## config.mk

```make
export PLATFORM = sky130hd
export DESIGN_NAME = pci_dma_cycle_split
export DESIGN_NICKNAME = d
export VERILOG_FILES = /design/src/rtl/pci_dma_cycle_split_pkg.sv /design/src/rtl/pci_dma_cycle_split_lane_pick.sv /design/src/rtl/pci_dma_cycle_split.sv
export SDC_FILE = /design/constraint.sdc
export NUM_CORES = 1
export LEC_CHECK = 0
export ABC_AREA = 1
export ABC_CLOCK_PERIOD_IN_PS = 4400
export CORE_MARGIN = 4
export CORE_UTILIZATION = 57
export DETAILED_ROUTE_END_ITERATION = 10
export GPL_ROUTABILITY_DRIVEN = 1
export PLACE_DENSITY = 0.83
export SLEW_MARGIN = 20
export SYNTH_ARGS = -nofsm -noshare
export SYNTH_HDL_FRONTEND = slang
export SYNTH_SLANG_ARGS = --single-unit
```

## constraint.sdc

```tcl
create_clock -name CLK40 -period 4.4 [get_ports CLK40]
set_input_delay 0.88 -clock CLK40 [delete_from_list [all_inputs] [get_ports CLK40]]
set_output_delay 0.88 -clock CLK40 [all_outputs]
set_load 0.01 [all_outputs]
```

## src/rtl/pci_dma_cycle_split_pkg.sv

```systemverilog
// Shared types and constants for the PCI DMA longword splitter.
// Size codes, lane indices and FSM encoding.
package pci_dma_cycle_split_pkg;

  localparam logic [1:0] SIZ_LONG = 2'b00;
  localparam logic [1:0] SIZ_BYTE = 2'b01;
  localparam logic [1:0] SIZ_WORD = 2'b10;

  localparam int LANE_UU = 3;
  localparam int LANE_UM = 2;
  localparam int LANE_LM = 1;
  localparam int LANE_LL = 0;

  typedef enum logic [1:0] {
    ST_IDLE = 2'b00,
    ST_WAIT = 2'b01,
    ST_GAP  = 2'b10,
    ST_FIN  = 2'b11
  } state_e;

  typedef struct packed {
    logic [1:0] a;
    logic [1:0] siz;
    logic [3:0] lane;
  } cycAttr_t;

endpackage

```

## src/rtl/pci_dma_cycle_split_lane_pick.sv

```systemverilog
// Picks the next 68040 sub-cycle from the remaining lane mask.
// Upper half is served first; an empty mask yields all zeros.
module pci_lane_pick
  import pci_dma_cycle_split_pkg::*;
(
  input  logic [3:0] mask,
  output cycAttr_t   attr
);

  always_comb begin
    attr = '0;
    if (&mask) begin
      attr = '{a: 2'b00, siz: SIZ_LONG, lane: 4'b1111};
    end else if (mask[LANE_UU] && mask[LANE_UM]) begin
      attr = '{a: 2'b00, siz: SIZ_WORD, lane: 4'b1100};
    end else if (mask[LANE_UU]) begin
      attr = '{a: 2'b00, siz: SIZ_BYTE, lane: 4'b1000};
    end else if (mask[LANE_UM]) begin
      attr = '{a: 2'b01, siz: SIZ_BYTE, lane: 4'b0100};
    end else if (mask[LANE_LM] && mask[LANE_LL]) begin
      attr = '{a: 2'b10, siz: SIZ_WORD, lane: 4'b0011};
    end else if (mask[LANE_LM]) begin
      attr = '{a: 2'b10, siz: SIZ_BYTE, lane: 4'b0010};
    end else if (mask[LANE_LL]) begin
      attr = '{a: 2'b11, siz: SIZ_BYTE, lane: 4'b0001};
    end
  end

endmodule

```

## src/rtl/pci_dma_cycle_split.sv

```systemverilog
// Splits one PCI DMA longword into at most two local bus sub-cycles.
// Handles ACK/RETRY handshake, retry limit and WAIT timeout.
module pci_dma_cycle_split
  import pci_dma_cycle_split_pkg::*;
#(
  parameter int TIMEOUT_CYCLES = 255,
  parameter int MAX_RETRY      = 7
) (
  input  logic       CLK40,
  input  logic       RESET,
  input  logic       REQ,
  input  logic       RnW_IN,
  input  logic [3:0] nLANE_IN,
  input  logic       CYC_ACK,
  input  logic       CYC_RETRY,
  output logic       BUSY,
  output logic       CYC_REQ,
  output logic       RnW,
  output logic [1:0] A,
  output logic       SIZ1,
  output logic       SIZ0,
  output logic [3:0] LANE_ACT,
  output logic       DONE,
  output logic       ERR
);

  localparam int RW = $clog2(MAX_RETRY + 2);
  localparam logic [RW-1:0] RETRY_MAX = RW'(MAX_RETRY);
  localparam logic [7:0] TMO_LAST = 8'(TIMEOUT_CYCLES - 1);

  state_e state, stateNext;
  logic [3:0] mask, maskNext;
  logic [RW-1:0] retryCnt, retryNext;
  logic [7:0] tmoCnt;
  logic rnwQ;
  logic errQ, errNext;
  cycAttr_t attrQ, nextAttr;

  pci_lane_pick uPick (
    .mask (maskNext),
    .attr (nextAttr)
  );

  always_comb begin
    stateNext = state;
    maskNext  = mask;
    retryNext = retryCnt;
    errNext   = errQ;
    unique case (state)
      ST_IDLE: begin
        if (REQ) begin
          maskNext  = RnW_IN ? 4'b1111 : ~nLANE_IN;
          retryNext = '0;
          errNext   = 1'b0;
          stateNext = (maskNext == 4'b0000) ? ST_FIN : ST_WAIT;
        end
      end
      ST_WAIT: begin
        if (CYC_RETRY) begin
          retryNext = retryCnt + RW'(1);
          if (retryNext > RETRY_MAX) begin
            stateNext = ST_FIN;
            errNext   = 1'b1;
            maskNext  = 4'b0000;
          end else begin
            stateNext = ST_GAP;
          end
        end else if (CYC_ACK) begin
          maskNext  = mask & ~attrQ.lane;
          stateNext = (maskNext == 4'b0000) ? ST_FIN : ST_GAP;
        end else if (tmoCnt == TMO_LAST) begin
          stateNext = ST_FIN;
          errNext   = 1'b1;
          maskNext  = 4'b0000;
        end
      end
      ST_GAP:  stateNext = ST_WAIT;
      ST_FIN:  stateNext = ST_IDLE;
      default: stateNext = ST_IDLE;
    endcase
  end

  always_ff @(posedge CLK40) begin
    if (RESET) begin
      state    <= ST_IDLE;
      mask     <= '0;
      retryCnt <= '0;
      tmoCnt   <= '0;
      rnwQ     <= 1'b0;
      errQ     <= 1'b0;
      attrQ    <= '0;
    end else begin
      state    <= stateNext;
      mask     <= maskNext;
      retryCnt <= retryNext;
      errQ     <= errNext;
      // counter restarts on every entry into WAIT
      tmoCnt <= (state == ST_WAIT && stateNext == ST_WAIT)
              ? tmoCnt + 8'd1 : 8'd0;
      attrQ <= (stateNext == ST_WAIT || stateNext == ST_GAP)
             ? nextAttr : '0;
      if (state == ST_IDLE && REQ) begin
        rnwQ <= RnW_IN;
      end else if (stateNext == ST_IDLE) begin
        rnwQ <= 1'b0;
      end
    end
  end

  assign BUSY     = (state != ST_IDLE);
  assign CYC_REQ  = (state == ST_WAIT);
  assign RnW      = rnwQ;
  assign A        = attrQ.a;
  assign SIZ1     = attrQ.siz[1];
  assign SIZ0     = attrQ.siz[0];
  assign LANE_ACT = attrQ.lane;
  assign DONE     = (state == ST_FIN);
  assign ERR      = (state == ST_FIN) && errQ;

endmodule

```

Word level (Yosys, flattened, before mapping)
Index checks and enable logic that the tools add are counted.

cells by class
  add/sub/neg operators = 2
  multiply operators = 0
  div/mod/pow operators = 0
  magnitude comparators = 1
  equal/unequal tests = 11
  shift operators = 0
  multiplexer cells = 33
  bitwise operators = 5
  reductions and logical operators = 22

operator list
  cell                   count
  $mux W4                9
  $mux W8                3
  $pmux W4 S2            2
  $mux W6                2
  $mux W2                5
  $mux W1                9
  $add A8 B1 Y8 const B  1
  $eq A8 B8 Y1 const B   1
  $logic_not A4 Y1       2
  $not A4 Y4             2
  $pmux W2 S4            1
  $mux W7                1
  $eq A2 B2 Y1 const B   3
  $ne A3 B2 Y1 const B   2
  $reduce_bool A2 Y1     3
  $reduce_or A6 Y1       1
  $logic_and A1 B1 Y1    5
  $reduce_and A5 Y1      1
  $reduce_or A5 Y1       1
  $add A4 B1 Y4 const B  1
  $and A4 B4 Y4          1
  $eq A2 B1 Y1 const B   2
  $gt A4 B3 Y1 const B   1
  $logic_not A2 Y1       2
  10 further kinds       13

word-level totals
  bits in registers = 28
  latch bits = 0
  bits in writable memories = 0
  memory bits (read-only) = 0
  input port bits = 10
  output and inout port bits = 13
  logic and storage cells = 85
  memories = 0

Longest topological paths before layout
Gate-level depths: netlist of run 1.

  depth after elaboration = 12
  gate-level depth with buffers = 16
  depth with buffers taken out = 16

Modules after synthesis
From an unflattened synthesis of run 1, not the netlist that was laid out.

second synthesis, totals
  cells, all modules = 233
  area, all modules = 1561.5 µm²

modules (own cells, without submodules)
  module               instances  cells each  area an instance (µm²)  sequential area each (µm²)
  pci_dma_cycle_split  1          207         1430.1                  560.5
  pci_lane_pick        1          26          131.4                   0.0

Worst setup path before layout of run 1
OpenSTA, ideal clock, no wires.

  path kind = input to register
  from = input port REQ
  to = register attrQ, in the netlist A[1]
  library setup time = 78 ps
  data arrival time = 2244 ps
  path slack = 2078 ps
  stages = 12
  path buffers = 0
  cell sequence = inv_1 nand2_2 inv_2 nor2_2 nand2_2 clkinv_2 a22oi_1 inv_1 ha_1 nor2_1 inv_1 nor3_1

between the ends
  cells in the longest elaborated chain, start to end = 6
  elaborated cells on any way between the ends = 15
  classes of those cells = eq/ne: 2; mux: 7; bitwise: 1; reduce/logical: 5

RTL lines
  item                                          RTL line                    text
  start: declaration                            pci_dma_cycle_split.sv:11   input logic REQ,
  $mux W2 *                                     pci_dma_cycle_split.sv:51   if (REQ) begin
  $pmux W2 S4 *                                 pci_dma_cycle_split.sv:49   unique case (state)
  named net stateNext[0]                        pci_dma_cycle_split.sv:31   state_e state, stateNext;
  $eq A2 B1 Y1 or $eq A2 B2 Y1 (tied branches)  pci_dma_cycle_split.sv:100  attrQ <= (stateNext == ST_WAIT || stateNext == ST_GAP)
  $logic_or A1 B1 Y1 *                          pci_dma_cycle_split.sv:100
  $not A1 Y1 (no source line) *                 --
  $reduce_or A6 Y1 (no source line) *           --
  end signal: assignment                        pci_dma_cycle_split.sv:100
  end: declaration                              pci_dma_cycle_split.sv:37   cycAttr_t attrQ, nextAttr;

The timed path passes the listed nets; every way through them passes the cells marked *.
A chain may end at the register's enable or synchronous reset.

Worst setup path after layout of run 1
  from = input port CYC_RETRY
  to = register attrQ, in the netlist A[1]

between the ends
  cells in the longest elaborated chain, start to end = 6
  elaborated cells on any way between the ends = 15
  classes of those cells = eq/ne: 2; mux: 7; bitwise: 1; reduce/logical: 5

RTL lines
  item                                          RTL line                    text
  start: declaration                            pci_dma_cycle_split.sv:15   input logic CYC_RETRY,
  $mux W2 *                                     pci_dma_cycle_split.sv:59   if (CYC_RETRY) begin
  $pmux W2 S4 *                                 pci_dma_cycle_split.sv:49
  named net stateNext[0]                        pci_dma_cycle_split.sv:31
  $eq A2 B1 Y1 or $eq A2 B2 Y1 (tied branches)  pci_dma_cycle_split.sv:100
  $logic_or A1 B1 Y1 *                          pci_dma_cycle_split.sv:100
  $not A1 Y1 (no source line) *                 --
  $reduce_or A6 Y1 (no source line) *           --

Marked as above.

==> flow_summary.toml, run 1 <==
[cts]
clk_latency_ps = 330
cts-hold-fix-buffers = 0
numCtsBuffers = 3
tritoncts = "built"
clock_path_buffers = 2
ctsResizeCount = 0
path_clk_slew_ps = 150
clock-root-buffer = "clkbuf_4"
htreeDepth = 1
numClockSinks = 28
post_cts_buffers = 0

[grt]
overflow = 0
grt_pass1_wl_um = 5580
first_global_vias = 1329
grtUsageTotal_pct = 20.6
antenna_found_initial = 0
grt_max_degree = 17

[synthesis]
synth_top_area_share_pct = 37.7
yosysUniqueCellTypes = 27
synthArstFlopShare_pct = 0
synth.yosys.seq_area_share_pct = 37.7
synth_nets = 233
synthFlopType = "dfxtp_1"
ys_top_cells_by_count = "inv_1 (37), nand2_1 (37), nor2_1 (32), dfxtp_1 (28), nand2_2 (12)"
syn_area_mm2 = 0.00149
synth_edf_count = 0
netlist_instances = 216
yosys.area.top_type = "dfxtp_1"
yosys_warnings = 0
syn_area_per_cell_um2 = 6.89
ys_ff_latch = 28
synth_area_leaders = "dfxtp_1 (38%), inv_1 (9.3%), nand2_1 (9.3%)"

[power_and_ir_drop]
power.net_switching_uw = 188
irDropWorstVdd_mv = 0.300
p_leak_uw = 0.000797
p_int_uw = 433
p_comb_share_pct = 27.2
p_clk_share_pct = 27.3
p_per_area_mw_per_mm2 = 346
switching_share_pct = 30.3
pwr-share-seq_pct = 45.5

[timing]
finalClockSkew_ps = 2.26
slew_violations = 0
fmax_mhz = 361
max_slew_margin_pct = 70.1
min_period_ps = 2770
hold_viol = 0
fin_crit_sh_pct = 62.9
setup_tns_ps = 0
rsz0062_at_grt = "no"
tightest_slew_ps = 448
finalSetupViolations = 0

[route]
routed_wl_um = 3160
vias = 1335
antenna_left = 0
wl_per_cell_um = 11.7
vias_per_cell = 4.93
firstDrtPassIters = 4
route.detailed.drc = 0
drt_iter0_drc = 38

[setup_path]
cp.required_ps = 4670
critical_path_class = "input port to flop"
endpoint_kind = "flop"
cp_data_arrival_time_ps = 3040
worstSetupStartpointType = "input port"
worstPathMaxFanout = 5

[floorplanning]
dieWidth_um = 59.1
io-pin-count = 23
rows = 18
core-area_mm2 = 0.00248
die_area_mm2 = 0.00349
start_util_pct = 60.1
dieHeight_um = 59.1

[placed_design]
dp_hpwl_um = 2520
port-buffer-count = 22
dp_cells = 267
routabilityCongestion = 0.969

[layout]
seq_area_um2 = 561
multiInputGateArea_um2 = 753
stdcell_count = 271
num_antenna_cells = 0
num-nets-final = 259
fillers = 218
drive_above_1_share_pct = 15.4
area.growth.synth_to_final_pct = 20.6

[min_path]
hold_class = "flop to flop"

[run_status]
outcome = "complete, no violations"

[flow_run]
cap_violations = 0
## cells by family (layout without fill, tap and decap cells)
| family | count (synthesis) | after routing | synth area share [%] |
|---|---|---|---|
| AOI/OAI and AO/OA | 27 | 27 | 11.0 |
| xor gates and xnor gates | 1 | 1 | 0.589 |
| adders and majority gates | 7 | 7 | 5.89 |
| buffers and inverters | 45 | 70 | 11.7 |
| DFF | 28 | 28 | 37.7 |
| and+or+nand+nor | 108 | 108 | 33.1 |
## area by class of cell
cell class	count	area share [%]
Clock buffer	3	1.26
Inverter	44	9.48
Sequential cell	28	31.2
Tap cell	30	2.09
Clock inverter	1	1.67
Multi-Input combinational cell	143	42.0
Timing Repair Buffer	22	12.3
## power groups by stage
stage	logic (µW)	clock network, µW	registers, µW
2_1_floorplan	105	0	290
3_3_place_gp	166	0	288
3_5_place_dp	168	0	288
4_1_cts	170	174	282
5_1_grt	190	182	285
6_report	169	169	283
## routing by layer
layer | track usage, % | vias up | part of all wire (%)
met5 | 0 | - | 0
met4 | 6.80 | 0 | 1.1
met3 | 1.96 | 4 | 4.4
met2 | 34.2 | 27 | 45
met1 | 28.0 | 588 | 49
li1 | - | 716 | -
## worst max-delay path: stages
cell	delay [ps]
clkdlybuf4s50_1	550
nand3_1	170
nand2_2	120
clkinv_2	70
a22oi_1	290
inv_1	80
ha_1	280
nor2_1	270
inv_1	140
nor3_1	180
## layout by cell type (no fill, tap or decap), types with 2 or more instances in the layout
| master | Yosys | routed |
|---|---|---|
| a21oi_1 | 11 | 11 |
| a22oi_1 | 2 | 2 |
| clkbuf_4 | 0 | 3 |
| clkdlybuf4s50_1 | 0 | 22 |
| clkinv_2 | 2 | 2 |
| dfxtp_1 | 28 | 28 |
| ha_1 | 7 | 7 |
| inv_1 | 37 | 37 |
| inv_2 | 4 | 4 |
| nand2_1 | 37 | 37 |
| nand2_2 | 12 | 12 |
| nand3_1 | 8 | 8 |
| nand4_1 | 2 | 2 |
| nor2_1 | 32 | 32 |
| nor2_2 | 7 | 7 |
| nor3_1 | 4 | 4 |
| o21ai_0 | 6 | 6 |
| o21ai_2 | 3 | 3 |
| o221ai_1 | 2 | 2 |
| or2_2 | 3 | 3 |
## state kept, by name, indices dropped and copies added, names as in the netlist
register and flops:
tmoCnt 8, state 2, A 2, SIZ1 1, LANE_ACT 4, RnW 1, errQ 1, retryCnt 4
mask 4, SIZ0 1
## metrics by stage
| stage | cell area (µm²) | util (%) | setup slack [ps] | power [µW] | hold WS, ps |
|---|---|---|---|---|---|
| after detailed placement | 1740 | 70.3 | 1300 | 456 | 460 |
| after floorplan | 1490 | - | 2080 | 396 | 430 |
| after global routing | 1790 | 72.4 | 1490 | 657 | 520 |
| after global placement | 1740 | 70.3 | 1410 | 454 | 444 |
| final | 1790 | 72.4 | 1630 | 620 | 489 |
| after CTS | 1790 | 72.4 | 1670 | 626 | 492 |
## final timing paths
path         cells after the start  slack [ps]   startpoint        end
max reg2reg                     11        2140  retryCnt[0]       A[1]
min                              2         490    tmoCnt[3]  tmoCnt[3]
max                             10        1630    CYC_RETRY       A[1]
min reg2reg                      2         490    tmoCnt[3]  tmoCnt[3]
No activity file was read; power rests on OpenSTA's default activity.
==> run 2: changes to the inputs <==
--- a/config.mk
+++ b/config.mk
@@ -6,12 +6,12 @@
 export NUM_CORES = 1
 export LEC_CHECK = 0
 export ABC_AREA = 1
-export ABC_CLOCK_PERIOD_IN_PS = 4400
+export ABC_CLOCK_PERIOD_IN_PS = 2600
 export CORE_MARGIN = 4
-export CORE_UTILIZATION = 57
+export CORE_UTILIZATION = 53
 export DETAILED_ROUTE_END_ITERATION = 10
 export GPL_ROUTABILITY_DRIVEN = 1
-export PLACE_DENSITY = 0.83
+export PLACE_DENSITY = 0.78
 export SLEW_MARGIN = 20
 export SYNTH_ARGS = -nofsm -noshare
 export SYNTH_HDL_FRONTEND = slang
==> constraint.sdc (replaced) <==
create_clock -name CLK40 -period 2.6 [get_ports CLK40]
set_input_delay 0.52 -clock CLK40 [delete_from_list [all_inputs] [get_ports CLK40]]
set_output_delay 0.52 -clock CLK40 [all_outputs]
set_load 0.01 [all_outputs]
==> run 2 against run 1 <==
  * First-iteration DRC count grew 110%
  * Clock power up 25%
  * Sequential power up 70%
  * Sequential share of layout area shrank 0.49 points
  * Largest power group unchanged
  * Total power rose by 60%
==> flow_summary.toml, run 2 (same netlist as run 1, synthesis figures left out) <==
[run_status]
outcome = "complete, no violations"

[route]
vias = 1406
antenna_left = 0
vias_per_cell = 5.08
routed_wl_um = 3490
drt_iter0_drc = 78
firstDrtPassIters = 4
wl_per_cell_um = 12.6
route.detailed.drc = 0

[grt]
grtUsageTotal_pct = 21.7
grt_max_degree = 16
first_global_vias = 1365
overflow = 0
grt_pass1_wl_um = 5990
antenna_found_initial = 0

[layout]
fillers = 255
regMostFlops = "tmoCnt"
num-nets-final = 265
area.growth.synth_to_final_pct = 22.5
final_cell_mix = "inv_1 (37), nand2_1 (37), nor2_1 (32), dfxtp_1 (28), clkdlybuf4s50_1 (22)"
drive_above_1_share_pct = 17.4
num_antenna_cells = 0
fin_util_pct = 71.0
multiInputGateArea_um2 = 753
largest_reg_flops = 8
seq_area_um2 = 561

[cts]
clock-root-buffer = "clkbuf_4"
numClockSinks = 28
tritoncts = "built"
ctsResizeCount = 0
clock_path_buffers = 2
post_cts_buffers = 0
path_clk_slew_ps = 150
clk_latency_ps = 320
cts-hold-fix-buffers = 0
numCtsBuffers = 3
htreeDepth = 1

[power_and_ir_drop]
p_per_area_mw_per_mm2 = 545
p_leak_uw = 0.000820
irDropWorstVdd_mv = 0.423

[setup_path]
path_buf_inv = 3
crit_start = "state[1]"
worstPathMaxFanout = 5
cp.required_ps = 2080
cp_top_family = "buffers and inverters"
slowest_delay_ps = 560
critical_path_class = "flop to output port"
cp_data_arrival_time_ps = 1650
crit_chain = "inv_1, nand2_2, inv_1, clkdlybuf4s50_1"
endpoint_kind = "output port"
r2r_start = "tmoCnt[0]"
critPathSlowestCell = "clkdlybuf4s50_1"
critical_path.most_common_cell = "inv_1"
worstSetupStartpointType = "flop"

[timing]
tightest_slew_ps = 352
finalSetupViolations = 0
finalClockSkew_ps = 5.89
hold_viol = 0
slew_violations = 0
setup_tns_ps = 0
fmax_mhz = 461
min_period_ps = 2170
max_slew_margin_pct = 76.3
rsz0062_at_grt = "no"
fin_crit_sh_pct = 83.4

[flow_run]
cap_violations = 0

[min_path]
hold_path.startpoint = "errQ"
hold_class = "flop to flop"

[floorplanning]
die_area_mm2 = 0.00372
rows = 18
io-pin-count = 23
core-area_mm2 = 0.00257
dieHeight_um = 61.0
start_util_pct = 57.9
dieWidth_um = 61.0

[placed_design]
port-buffer-count = 22
routabilityCongestion = 0.904
dp_hpwl_um = 2840
==> run 2: cell types whose count changed in the layout (fill, tap and decap cells not counted) <==
cell | previous run | this run
buf_4 | 0 | 6
clkbuf_8 | 0 | 1
bufinv_16 | 1 | 0
==> run 2: per-stage QoR <==
step	power (µW)	worst slack, ps	area, µm²	cells	hold slack [ps]
6_report	993	432	1820	277	466
5_1_grt	1060	289	1820	277	510
4_1_cts	1000	408	1820	277	466
3_5_place_dp	789	120	1790	273	445
3_3_place_gp	782	99.7	1790	273	442
2_1_floorplan	670	638	1490	216	430
==> run 2: metal layers <==
layer | routed length, µm | up-vias | GRT usage, % | share of wire, %
met3 | 158 | 6 | 3.62 | 4.5
li1 | - | 730 | - | -
met4 | 61 | 0 | 7.12 | 1.8
met2 | 1700 | 39 | 38.9 | 49
met5 | 0 | - | 0 | 0
met1 | 1560 | 631 | 26.1 | 45
==> run 2: path summary, 6_finish.rpt <==
check,end,slack (ps),cells past startpoint
hold / removal,errQ,470,2
hold reg to reg,errQ,470,2
setup / recovery,CYC_REQ,430,4
setup reg to reg,tmoCnt[5],530,12
==> run 2: report_power, final <==
part | switching (µW) | internal (µW) | total [µW]
sequential | 20.0 | 460 | 480
clock | 126 | 85.6 | 211
combinational | 175 | 127 | 302
==> run 2: layout make-up <==
cell class	instances	share of cell area, %
Multi-Input combinational cell	143	41.3
Timing Repair Buffer	28	14.6
Inverter	44	9.33
Sequential cell	28	30.7
Clock buffer	4	1.99
Tap cell	30	2.06
==> run 2: worst register-to-register path, cell delays in order (launching register included) <==
cell and delay (ps):
dfxtp_1 400, inv_1 60, ha_1 190, nand2_1 50
nor2_1 40, nand2_1 120, nand2_1 100, a21oi_1 250
ha_1 190, nand3_1 220, inv_1 160, o21ai_0 100
a21oi_1 140
